===== config.mk =====
export PLATFORM = sky130hd
export DESIGN_NAME = sram_bank_ctrl
export DESIGN_NICKNAME = d
export VERILOG_FILES = /design/src/rtl/sram_ctrl_pkg.sv /design/src/rtl/sram_rsp_fifo.sv /design/src/rtl/sram_bank_ctrl.sv
export SDC_FILE = /design/constraint.sdc
export NUM_CORES = 1
export LEC_CHECK = 0
export BUFFER_PORTS_ARGS = -buffer_cell sky130_fd_sc_hd__clkbuf_2
export CAP_MARGIN = 40
export CELL_PAD_IN_SITES_DETAIL_PLACEMENT = 1
export CELL_PAD_IN_SITES_GLOBAL_PLACEMENT = 2
export CORE_ASPECT_RATIO = 0.9
export CORE_MARGIN = 4
export CORE_UTILIZATION = 28
export CTS_CLUSTER_SIZE = 12
export DETAILED_ROUTE_END_ITERATION = 10
export PLACE_DENSITY = 0.85
export SYNTH_ARGS = -nofsm -noshare
export SYNTH_HDL_FRONTEND = slang
export SYNTH_SLANG_ARGS = --single-unit

===== constraint.sdc =====
create_clock -name clk -period 3.3 [get_ports clk]
set_clock_uncertainty 0.1 [all_clocks]
set_input_delay 0.66 -clock clk [delete_from_list [all_inputs] [get_ports clk]]
set_output_delay 0.66 -clock clk [all_outputs]
set_load 0.05 [all_outputs]

===== src/rtl/sram_ctrl_pkg.sv =====
// Shared types and helpers for the SRAM bank controller: FSM state encoding,
// default macro margin setting and the address-to-bank mapping.
package sram_ctrl_pkg;

   typedef enum logic [2:0] {
      ST_IDLE,
      ST_RMW_WR,
      ST_RET_DRAIN,
      ST_RETENTION,
      ST_WAKE
   } sram_ctrl_state_e;

   localparam logic [2:0] EMA_DEFAULT = 3'b000;

   // Banks are interleaved on the low word-address bits; num_banks is a power of two.
   function automatic int unsigned bank_idx(input logic [31:0] addr, input int unsigned num_banks);
      return addr & (num_banks - 1);
   endfunction

endpackage


===== src/rtl/sram_rsp_fifo.sv =====
// Two-entry synchronous FIFO holding read responses until the consumer takes them.
// Head reads as zero while empty.
module sram_rsp_fifo #(
   parameter int DATA_W = 32
) (
   input  logic              clk,
   input  logic              rst,
   input  logic              push,
   input  logic [DATA_W-1:0] push_data,
   input  logic              pop,
   output logic [DATA_W-1:0] head,
   output logic [1:0]        count
);

   logic [DATA_W-1:0] mem [2];
   logic              rd_ptr;
   logic              wr_ptr;
   logic              do_push;
   logic              do_pop;

   assign do_pop  = pop && (count != 2'd0);
   assign do_push = push && ((count != 2'd2) || do_pop);

   // NOTE: sequential state uses non-blocking assignments so every register
   // samples the pre-edge value of every other register.
   always_ff @(posedge clk or negedge rst) begin
      if (!rst) begin
         rd_ptr <= 1'b0;
         wr_ptr <= 1'b0;
         count  <= 2'd0;
      end else begin
         if (do_push) wr_ptr <= ~wr_ptr;
         if (do_pop)  rd_ptr <= ~rd_ptr;
         count <= count + 2'(do_push) - 2'(do_pop);
      end
   end

   // NOTE: the data storage is deliberately not reset; the count gates
   // visibility, so stale contents can never reach the head output.
   always_ff @(posedge clk) begin
      if (do_push) mem[wr_ptr] <= push_data;
   end

   assign head = (count != 2'd0) ? mem[rd_ptr] : '0;

endmodule


===== src/rtl/sram_bank_ctrl.sv =====
// Valid/ready front-end for NUM_BANKS single-port SRAM macros: bank interleaving,
// byte-enable writes by read-modify-write, a 2-entry response queue and retention.
module sram_bank_ctrl
   import sram_ctrl_pkg::*;
#(
   parameter  int         DATA_W    = 32,
   parameter  int         ADDR_W    = 11,
   parameter  int         NUM_BANKS = 2,
   parameter  logic [2:0] EMA_VAL   = EMA_DEFAULT,
   localparam int         SEL_W     = $clog2(NUM_BANKS),
   localparam int         REQ_AW    = ADDR_W + SEL_W,
   localparam int         BE_W      = DATA_W / 8,
   localparam int         BANK_W    = (NUM_BANKS > 1) ? SEL_W : 1
) (
   input  logic                          clk,
   input  logic                          rst,
   input  logic                          req_valid,
   output logic                          req_ready,
   input  logic                          req_we,
   input  logic [REQ_AW-1:0]             req_addr,
   input  logic [DATA_W-1:0]             req_wdata,
   input  logic [BE_W-1:0]               req_be,
   output logic                          rsp_valid,
   input  logic                          rsp_ready,
   output logic [DATA_W-1:0]             rsp_rdata,
   input  logic                          ret_req,
   output logic                          ret_ack,
   output logic [NUM_BANKS-1:0]          sram_cen,
   output logic [NUM_BANKS-1:0]          sram_wen,
   output logic [NUM_BANKS*ADDR_W-1:0]   sram_a,
   output logic [NUM_BANKS*DATA_W-1:0]   sram_d,
   input  logic [NUM_BANKS*DATA_W-1:0]   sram_q,
   output logic [2:0]                    sram_ema,
   output logic                          sram_retn
);

   sram_ctrl_state_e  state, state_nxt;

   logic [BANK_W-1:0] req_bank;
   logic [ADDR_W-1:0] req_macro_addr;
   logic              accept;
   logic              is_read;
   logic              is_full_wr;
   logic              is_part_wr;
   logic              room;

   logic              rd_pend;
   logic [BANK_W-1:0] rd_bank;
   logic [BANK_W-1:0] rmw_bank;
   logic [ADDR_W-1:0] rmw_addr;
   logic [DATA_W-1:0] rmw_wdata;
   logic [BE_W-1:0]   rmw_be;
   logic [DATA_W-1:0] rmw_q;
   logic [DATA_W-1:0] merged;
   logic [DATA_W-1:0] rd_q;

   logic [1:0]        fifo_count;
   logic              fifo_pop;

   assign req_bank       = BANK_W'(bank_idx(32'(req_addr), NUM_BANKS));
   assign req_macro_addr = req_addr[REQ_AW-1 -: ADDR_W];

   assign is_read    = !req_we;
   assign is_full_wr = req_we && (&req_be);
   assign is_part_wr = req_we && (|req_be) && !(&req_be);

   assign rsp_valid = (fifo_count != 2'd0);
   assign fifo_pop  = rsp_valid && rsp_ready;

   // A slot freed by this cycle's pop may be reused, which keeps reads at one per cycle.
   assign room = ({1'b0, fifo_count} + {2'b00, rd_pend} - {2'b00, fifo_pop}) < 3'd2;

   assign req_ready = rst && (state == ST_IDLE) && !ret_req && (req_we || room);
   assign accept    = req_valid && req_ready;

   assign rd_q  = sram_q[DATA_W*rd_bank +: DATA_W];
   assign rmw_q = sram_q[DATA_W*rmw_bank +: DATA_W];

   always_comb begin
      merged = rmw_q;
      for (int i = 0; i < BE_W; i++) begin
         if (rmw_be[i]) merged[8*i +: 8] = rmw_wdata[8*i +: 8];
      end
   end

   always_ff @(posedge clk or negedge rst) begin
      if (!rst) begin
         state     <= ST_IDLE;
         rd_pend   <= 1'b0;
         rd_bank   <= '0;
         rmw_bank  <= '0;
         rmw_addr  <= '0;
         rmw_wdata <= '0;
         rmw_be    <= '0;
      end else begin
         state   <= state_nxt;
         rd_pend <= accept && is_read;
         if (accept) rd_bank <= req_bank;
         if (accept && is_part_wr) begin
            rmw_bank  <= req_bank;
            rmw_addr  <= req_macro_addr;
            rmw_wdata <= req_wdata;
            rmw_be    <= req_be;
         end
      end
   end

   // NOTE: every combinational output gets a default before any branch, so no
   // path leaves a value unassigned and no latch is inferred.
   always_comb begin
      state_nxt = state;
      unique case (state)
         ST_IDLE: begin
            if (ret_req)                  state_nxt = ST_RET_DRAIN;
            else if (accept && is_part_wr) state_nxt = ST_RMW_WR;
         end
         ST_RMW_WR:    state_nxt = ret_req ? ST_RET_DRAIN : ST_IDLE;
         ST_RET_DRAIN: if (!rd_pend && (fifo_count == 2'd0)) state_nxt = ST_RETENTION;
         ST_RETENTION: if (!ret_req) state_nxt = ST_WAKE;
         ST_WAKE:      state_nxt = ST_IDLE;
         default:      state_nxt = ST_IDLE;
      endcase
   end

   // Macro pins follow the accepted request directly so the macro samples at the acceptance edge.
   always_comb begin
      sram_cen = '1;
      sram_wen = '1;
      sram_a   = '0;
      sram_d   = '0;
      if (rst) begin
         if (state == ST_RMW_WR) begin
            sram_cen[rmw_bank]                  = 1'b0;
            sram_wen[rmw_bank]                  = 1'b0;
            sram_a[ADDR_W*rmw_bank +: ADDR_W]   = rmw_addr;
            sram_d[DATA_W*rmw_bank +: DATA_W]   = merged;
         end else if (accept && (is_read || (req_be != '0))) begin
            sram_cen[req_bank]                  = 1'b0;
            sram_wen[req_bank]                  = !is_full_wr;
            sram_a[ADDR_W*req_bank +: ADDR_W]   = req_macro_addr;
            if (is_full_wr) sram_d[DATA_W*req_bank +: DATA_W] = req_wdata;
         end
      end
   end

   assign sram_ema  = EMA_VAL;
   assign sram_retn = !(rst && (state == ST_RETENTION));
   assign ret_ack   = (state == ST_RETENTION);

   sram_rsp_fifo #(
      .DATA_W (DATA_W)
   ) u_rsp_fifo (
      .clk       (clk),
      .rst       (rst),
      .push      (rd_pend),
      .push_data (rd_q),
      .pop       (fifo_pop),
      .head      (rsp_rdata),
      .count     (fifo_count)
   );

endmodule

**Yosys cells after proc, flatten, opt, wreduce, memory -nomap -nowiden**

Memory sizes are Yosys's and may differ from the RTL's.
Index checks and enable logic that the tools add are counted.
Widths: inputs -> output; s select.

- Memories kept: 1
- Bits in registers: 57
- Word-level logic and storage cells: 115
- Output and inout bits: 129
- Bits in writable memories: 64
- Bits of input ports: 118

Memory list:

| name | words | bits a word | rd ports | clocked after memory_dff | write ports | RTL line | source |
|---|---|---|---|---|---|---|---|
| u_rsp_fifo.mem | 2 | 32 | 1 | 0 | 1 | sram_rsp_fifo.sv:15 | `logic [DATA_W-1:0] mem [2];` |

- Bitwise logic cells: 9
- Shift-type cells: 10
- Order comparisons: 5
- Reductions and logical operators: 33
- Add/sub/neg operators: 8
- Multiplexer cells: 30
- Multipliers: 2
- Equality and inequality tests: 7

Operators with widths:

| cell | count |
|---|---|
| $mux 64 | 4 |
| $and 64x64->64 | 2 |
| $shift 32x34->64 const A | 2 |
| $shiftx 32x34->64 | 2 |
| $shiftx 64x7->32 | 2 |
| $neg 5->34 | 2 |
| $neg 6->34 | 2 |
| $shift 11x34->22 const A | 2 |
| $shiftx 11x34->22 | 2 |
| $mux 22 | 3 |
| $and 22x22->22 | 2 |
| $mux 32 | 1 |
| $mux 8 | 4 |
| $logic_and 1x1->1 | 17 |
| $mux 2 | 7 |
| $mux 3 | 4 |
| $pmux 3 s4 | 1 |
| $mul 4x1->5 const A | 2 |
| $eq 3x2->1 const B | 2 |
| $logic_not 1->1 | 6 |
| $ne 2x2->1 const B | 3 |
| $lt 1x2->1 const B | 2 |
| $mux 1 | 4 |
| $not 2->2 | 2 |
| 19 further kinds | 24 |

**Longest topological paths before layout**

- Depth in word-level cells: 11
- Gate-level depth with buffers: 11
- Mapped depth without buffers: 10

**By module**

A second synthesis with hierarchy kept.

- Cells, all modules: 529
- Area, all modules: 6,779.0 µm²

Modules (own cells, without submodules):

| module | times used | area each (µm²) | cells each | sequential area each (µm²) |
|---|---|---|---|---|
| sram_bank_ctrl | 1 | 4,130.2 | 373 | 1,326.3 |
| sram_rsp_fifo | 1 | 2,648.8 | 156 | 2,021.9 |

**Least setup slack after synthesis**

OpenSTA, ideal clock, no wires.

- Path type: register to output
- Start point: register u_rsp_fifo.count[1]
- End point: output port sram_a[12]
- Buffers on the path: 1
- Required time: 2,540 ps
- Setup slack: -656 ps
- Data arrival time: 3,196 ps
- Cell stages (with the launch flop): 11
- Cell sequence: dfrtp_1 nor2_1 inv_1 and2_1 ha_1 nor2b_1 fa_1 o21a_1 nor4_2 buf_2 a22o_1

- Longest elaborated chain between the ends: 11
- Elaborated cells between the ends (all ways): 12
- Classes of those cells: add/sub: 2; order compare: 1; mux: 3; reduce/logical: 6

RTL lines:

| what | RTL line | source |
|---|---|---|
| from (decl) | sram_rsp_fifo.sv:12 | `output logic [1:0] count` |
| from (signal assigned) | sram_rsp_fifo.sv:34 | `count <= count + 2'(do_push) - 2'(do_pop);` |
| $reduce_bool 2->1 | sram_bank_ctrl.sv:67 | `assign rsp_valid = (fifo_count != 2'd0);` |
| net rsp_valid | sram_bank_ctrl.sv:23 | `output logic rsp_valid,` |
| $logic_and 1x1->1 | sram_bank_ctrl.sv:68 | `assign fifo_pop = rsp_valid && rsp_ready;` |
| $sub 3x1->3 | sram_bank_ctrl.sv:71 | `assign room = ({1'b0, fifo_count} + {2'b00, rd_pend} - {2'b00, fifo_pop}) < 3'd2;` |
| $lt 3x2->1 | sram_bank_ctrl.sv:71 |  |
| $logic_or 1x1->1 | sram_bank_ctrl.sv:73 | `assign req_ready = rst && (state == ST_IDLE) && !ret_req && (req_we \|\| room);` |
| $logic_and 1x1->1 | sram_bank_ctrl.sv:73 |  |
| $logic_and 1x1->1 | sram_bank_ctrl.sv:74 | `assign accept = req_valid && req_ready;` |
| $logic_and 1x1->1 | sram_bank_ctrl.sv:137 | `end else if (accept && (is_read \|\| (req_be != '0))) begin` |
| $mux 22 | sram_bank_ctrl.sv:137 |  |
| $mux 22 | sram_bank_ctrl.sv:132 | `if (state == ST_RMW_WR) begin` |
| $mux 22 | sram_bank_ctrl.sv:131 | `if (rst) begin` |
| to (decl) | sram_bank_ctrl.sv:30 | `output logic [NUM_BANKS*ADDR_W-1:0] sram_a,` |

The timed path passes the listed nets, and every way through them passes these cells.

**Final worst setup path**

- Start point: register u_rsp_fifo.count[1]
- End point: output port sram_a[6]

- Longest elaborated chain between the ends: 11
- Elaborated cells between the ends (all ways): 12
- Classes of those cells: add/sub: 2; order compare: 1; mux: 3; reduce/logical: 6

RTL lines:

| what | RTL line |
|---|---|
| parallel branches: the longest is 2 deep, another holds $add 2x1->3 | -- |
| $sub 3x1->3 (*) | sram_bank_ctrl.sv:71 |
| $lt 3x2->1 (*) | sram_bank_ctrl.sv:71 |
| $logic_or 1x1->1 (*) | sram_bank_ctrl.sv:73 |
| $logic_and 1x1->1 (*) | sram_bank_ctrl.sv:73 |
| $logic_and 1x1->1 (*) | sram_bank_ctrl.sv:74 |
| $logic_and 1x1->1 (*) | sram_bank_ctrl.sv:137 |
| $mux 22 (*) | sram_bank_ctrl.sv:137 |
| $mux 22 (*) | sram_bank_ctrl.sv:132 |
| $mux 22 (*) | sram_bank_ctrl.sv:131 |

Mark *: on every way between the ends.

==> summary.md <==
| Metric | Value |
|---|---|
| Status | finished with violations |
| Failing checks | negative setup slack |
| FMAX | 269 MHz |
| Ant. Diodes | 0 |
| Worst Hold Class | in -> async |
| Synth unique cells | 40 |
| Worst endpoint required time | 2.54 ns |
| Area of the mapped netlist | 6780 µm² |
| CTS Hold Bufs | 0 |
| Initial antenna violation count | 0 |
| Clock Latency Late Sink | 0.41 ns |
| Final min period | 3.72 ns |
| H-tree levels | 4 |
| Placed insts | 1091 |
| Post-Route WL | 24800 µm |
| Synth Warn # | 0 |
| Drt drc | 0 |
| Slew Limit Fails | 0 |
| Leak | 4.81 nW |
| Vias | 5700 |
| Post-place instance area | 8960 µm² |
| Cell Count, Final, Fillers Out | 1141 |
| WL per Instance | 21.7 µm |
| Slack of the critical path | -0.418 ns |
| Die height | 156 µm |
| Fin. Hold Viols | 0 |
| DRT Pass-1 Iters | 4 |
| Syn Inst Count | 557 |
| I/O Pins | 247 |
| Max Cap Viol | 0 |
| Synth area leader | edfxtp_1 |
| Die Width | 172 µm |
| CP startpoint kind | flop |
| Crit end category | primary output |
| Share of layout cells above drive strength 1 | 0.551 |
| HPWL after detailed placement | 17000 µm |
| Most frequent cells in the layout | clkbuf_2 (184), mux2_2 (70), mux2i_1 (65), edfxtp_1 (64), a22o_1 (60) |
| Root Buffer | clkbuf_16 |
| Worst Max-Slew Pin Slew | 0.541 ns |
| Rel. slew slack | 0.639 |
| All-Layer GR Usage | 0.182 |
| Setup Viol. Count Final | 25 |
| Core ar. | 23600 µm² |
| Die ar. | 26800 µm² |
| Yosys top cell area share | 0.283 |
| Synth area leaders | edfxtp_1 (28%), dfrtp_1 (21%), mux2_2 (12%) |
| RSZ-0062 raised after global routing | true |
| CP arrival | 2.96 ns |
| WS Path Type | reg -> out |
| Row count | 53 |
| Setup TNS | -8.95 ns |
| Global-route wire length before repair | 37600 µm |
| Mean cell area of the mapped netlist | 12.2 µm² |
| Yosys reg bits | 121 |
| Routability Congestion | 0.737 |
| Sequential fraction of the synthesis area | 0.494 |
| Clock Path Buffers | 2 |
| DR vias/cell | 5.00 |
| Clock slew at reported path FFs | 0.06 ns |
| Routed Antenna Nets | 0 |
| PD cells | 719 nW/µm² |
| Place WS | -0.409 ns |
| Fin nets | 948 |
| Synthesis-to-finish area growth | 52.5% |
| CTS tree | done |
| Design Area, Final | 10300 µm² |
| # port buffers | 243 |
| Starting DRT DRC Count | 238 |
| Worst Path Max Fanout | 5 |
| VDD IR max | 0.274 mV |
| Initial Util | 0.287 |
| Leading cell type in the layout, fill and taps excluded | clkbuf_2 |
| Final Cycle Share | 1.13 |
| Total CTS buffers | 17 |
| Largest net degree at the start of global routing | 33 |
| Clock sinks | 121 |
| Gr ovfl total | 0 |
| Vias in the first global route | 6395 |
## what timing repair did
action | CTS | global route
setup endpoints to repair | 89 | 85
cloned | 3 | 0
hold endpoints to repair | 0 | 0
gates resized for setup | 88 | 91
pin swaps | 14 | 5
setup buffers | 11 | 6
## cells in the mapped netlist (all sizes together)
master,instances
a21oi,2
a22o,86
and2,4
and3,1
buf,32
clkbuf,14
conb,1
dfrtp,57
edfxtp,64
fa,1
ha,3
inv,9
mux2,80
mux2i,65
nand2,39
nand3,1
nand4,2
nor2,41
nor2b,2
nor3,3
nor3b,2
nor4,4
o211ai,1
o21a,1
o21ai,34
o31a,1
o31ai,1
or3b,1
or4,1
xnor2,1
xor2,3
## through the flow
| step | hold slack, ns | utilization | total power [W] |
|---|---|---|---|
| after floorplan | 0.264 | - | 0.00438 |
| after global routing | 0.188 | 0.438 | 0.00783 |
| after detailed placement | 0.394 | 0.380 | 0.00531 |
| after CTS | 0.177 | 0.431 | 0.00745 |
| final | 0.192 | 0.438 | 0.00743 |
| after global placement | 0.387 | 0.378 | 0.00519 |
## kinds of logic (layout without fill, tap and decap cells)
group                    after synthesis  count (layout)  share of synthesized area
XOR/XNOR                               4               4                    0.00517
adder cells (fa/ha/maj)                4               4                    0.00849
flip-flops                           121             121                      0.494
other                                  1               3                   0.000553
AO/OA/AOI/OAI                        126             126                      0.143
multiplexers                         145             145                      0.234
AND/OR/NAND/NOR                      101             101                     0.0718
buffers and inverters                 55             335                     0.0433
## cell type report
| class | instances | area, µm² |
|---|---|---|
| clock buffer | 19 | 433 |
| clock inverter | 13 | 195 |
| fill | 2536 | 13300 |
| inverter | 9 | 38.8 |
| multi-input combinational | 383 | 3490 |
| sequential | 121 | 3350 |
| tap | 302 | 378 |
| timing repair buffer | 294 | 2460 |
## metal layers
| layer | share of wire | global-route usage | vias to the layer above | wire length, µm |
|---|---|---|---|---|
| li1 | - | - | 2639 | - |
| met1 | 0.41 | 0.219 | 2871 | 10100 |
| met2 | 0.52 | 0.327 | 179 | 12900 |
| met3 | 0.068 | 0.0522 | 11 | 1700 |
| met4 | 0.0062 | 0.0337 | 0 | 153 |
| met5 | 0 | 0 | - | 0 |
## registers in the layout, summed over array words and instances, names as in the netlist
name               flops
rmw_addr              11
state                  3
u_rsp_fifo.mem        64
rd_pend                1
u_rsp_fifo.wr_ptr      1
rd_bank                1
u_rsp_fifo.count       2
rmw_wdata             32
u_rsp_fifo.rd_ptr      1
rmw_bank               1
rmw_be                 4
## worst max-delay path, cell delays in order, from the launching register on
cell and delay (ns):
dfrtp_1 0.40, nor2_4 0.16, inv_6 0.03, and2_4 0.14, ha_4 0.25, nor2b_4 0.10, fa_2 0.44, o21a_4 0.26
nor4_4 0.25, buf_6 0.19, buf_6 0.10, a22o_4 0.11, buf_12 0.13
## worst paths after layout
path	from	endpoint	slack, ns	cells after the start
worst max-delay path	u_rsp_fifo.count[1]	sram_a[6]	-0.42	12
worst min-delay path	rst	rmw_addr[5]	0.19	2
worst max register to register	u_rsp_fifo.count[1]	rd_bank	0.52	12
worst min register to register	rmw_wdata[18]	rmw_wdata[18]	0.40	1
max in group asynchronous	rst	u_rsp_fifo.rd_ptr	2.49	2
min in group clk	ret_req	state[2]	0.40	2
## where the power goes
part           internal [W]  leakage (nW)  switching (W)
clock network       0.00127         0.294       0.000708
logic               0.00122          3.21        0.00190
registers           0.00194          1.30       0.000395
total               0.00444          4.81        0.00300
Power figures use the tool's default switching activity.
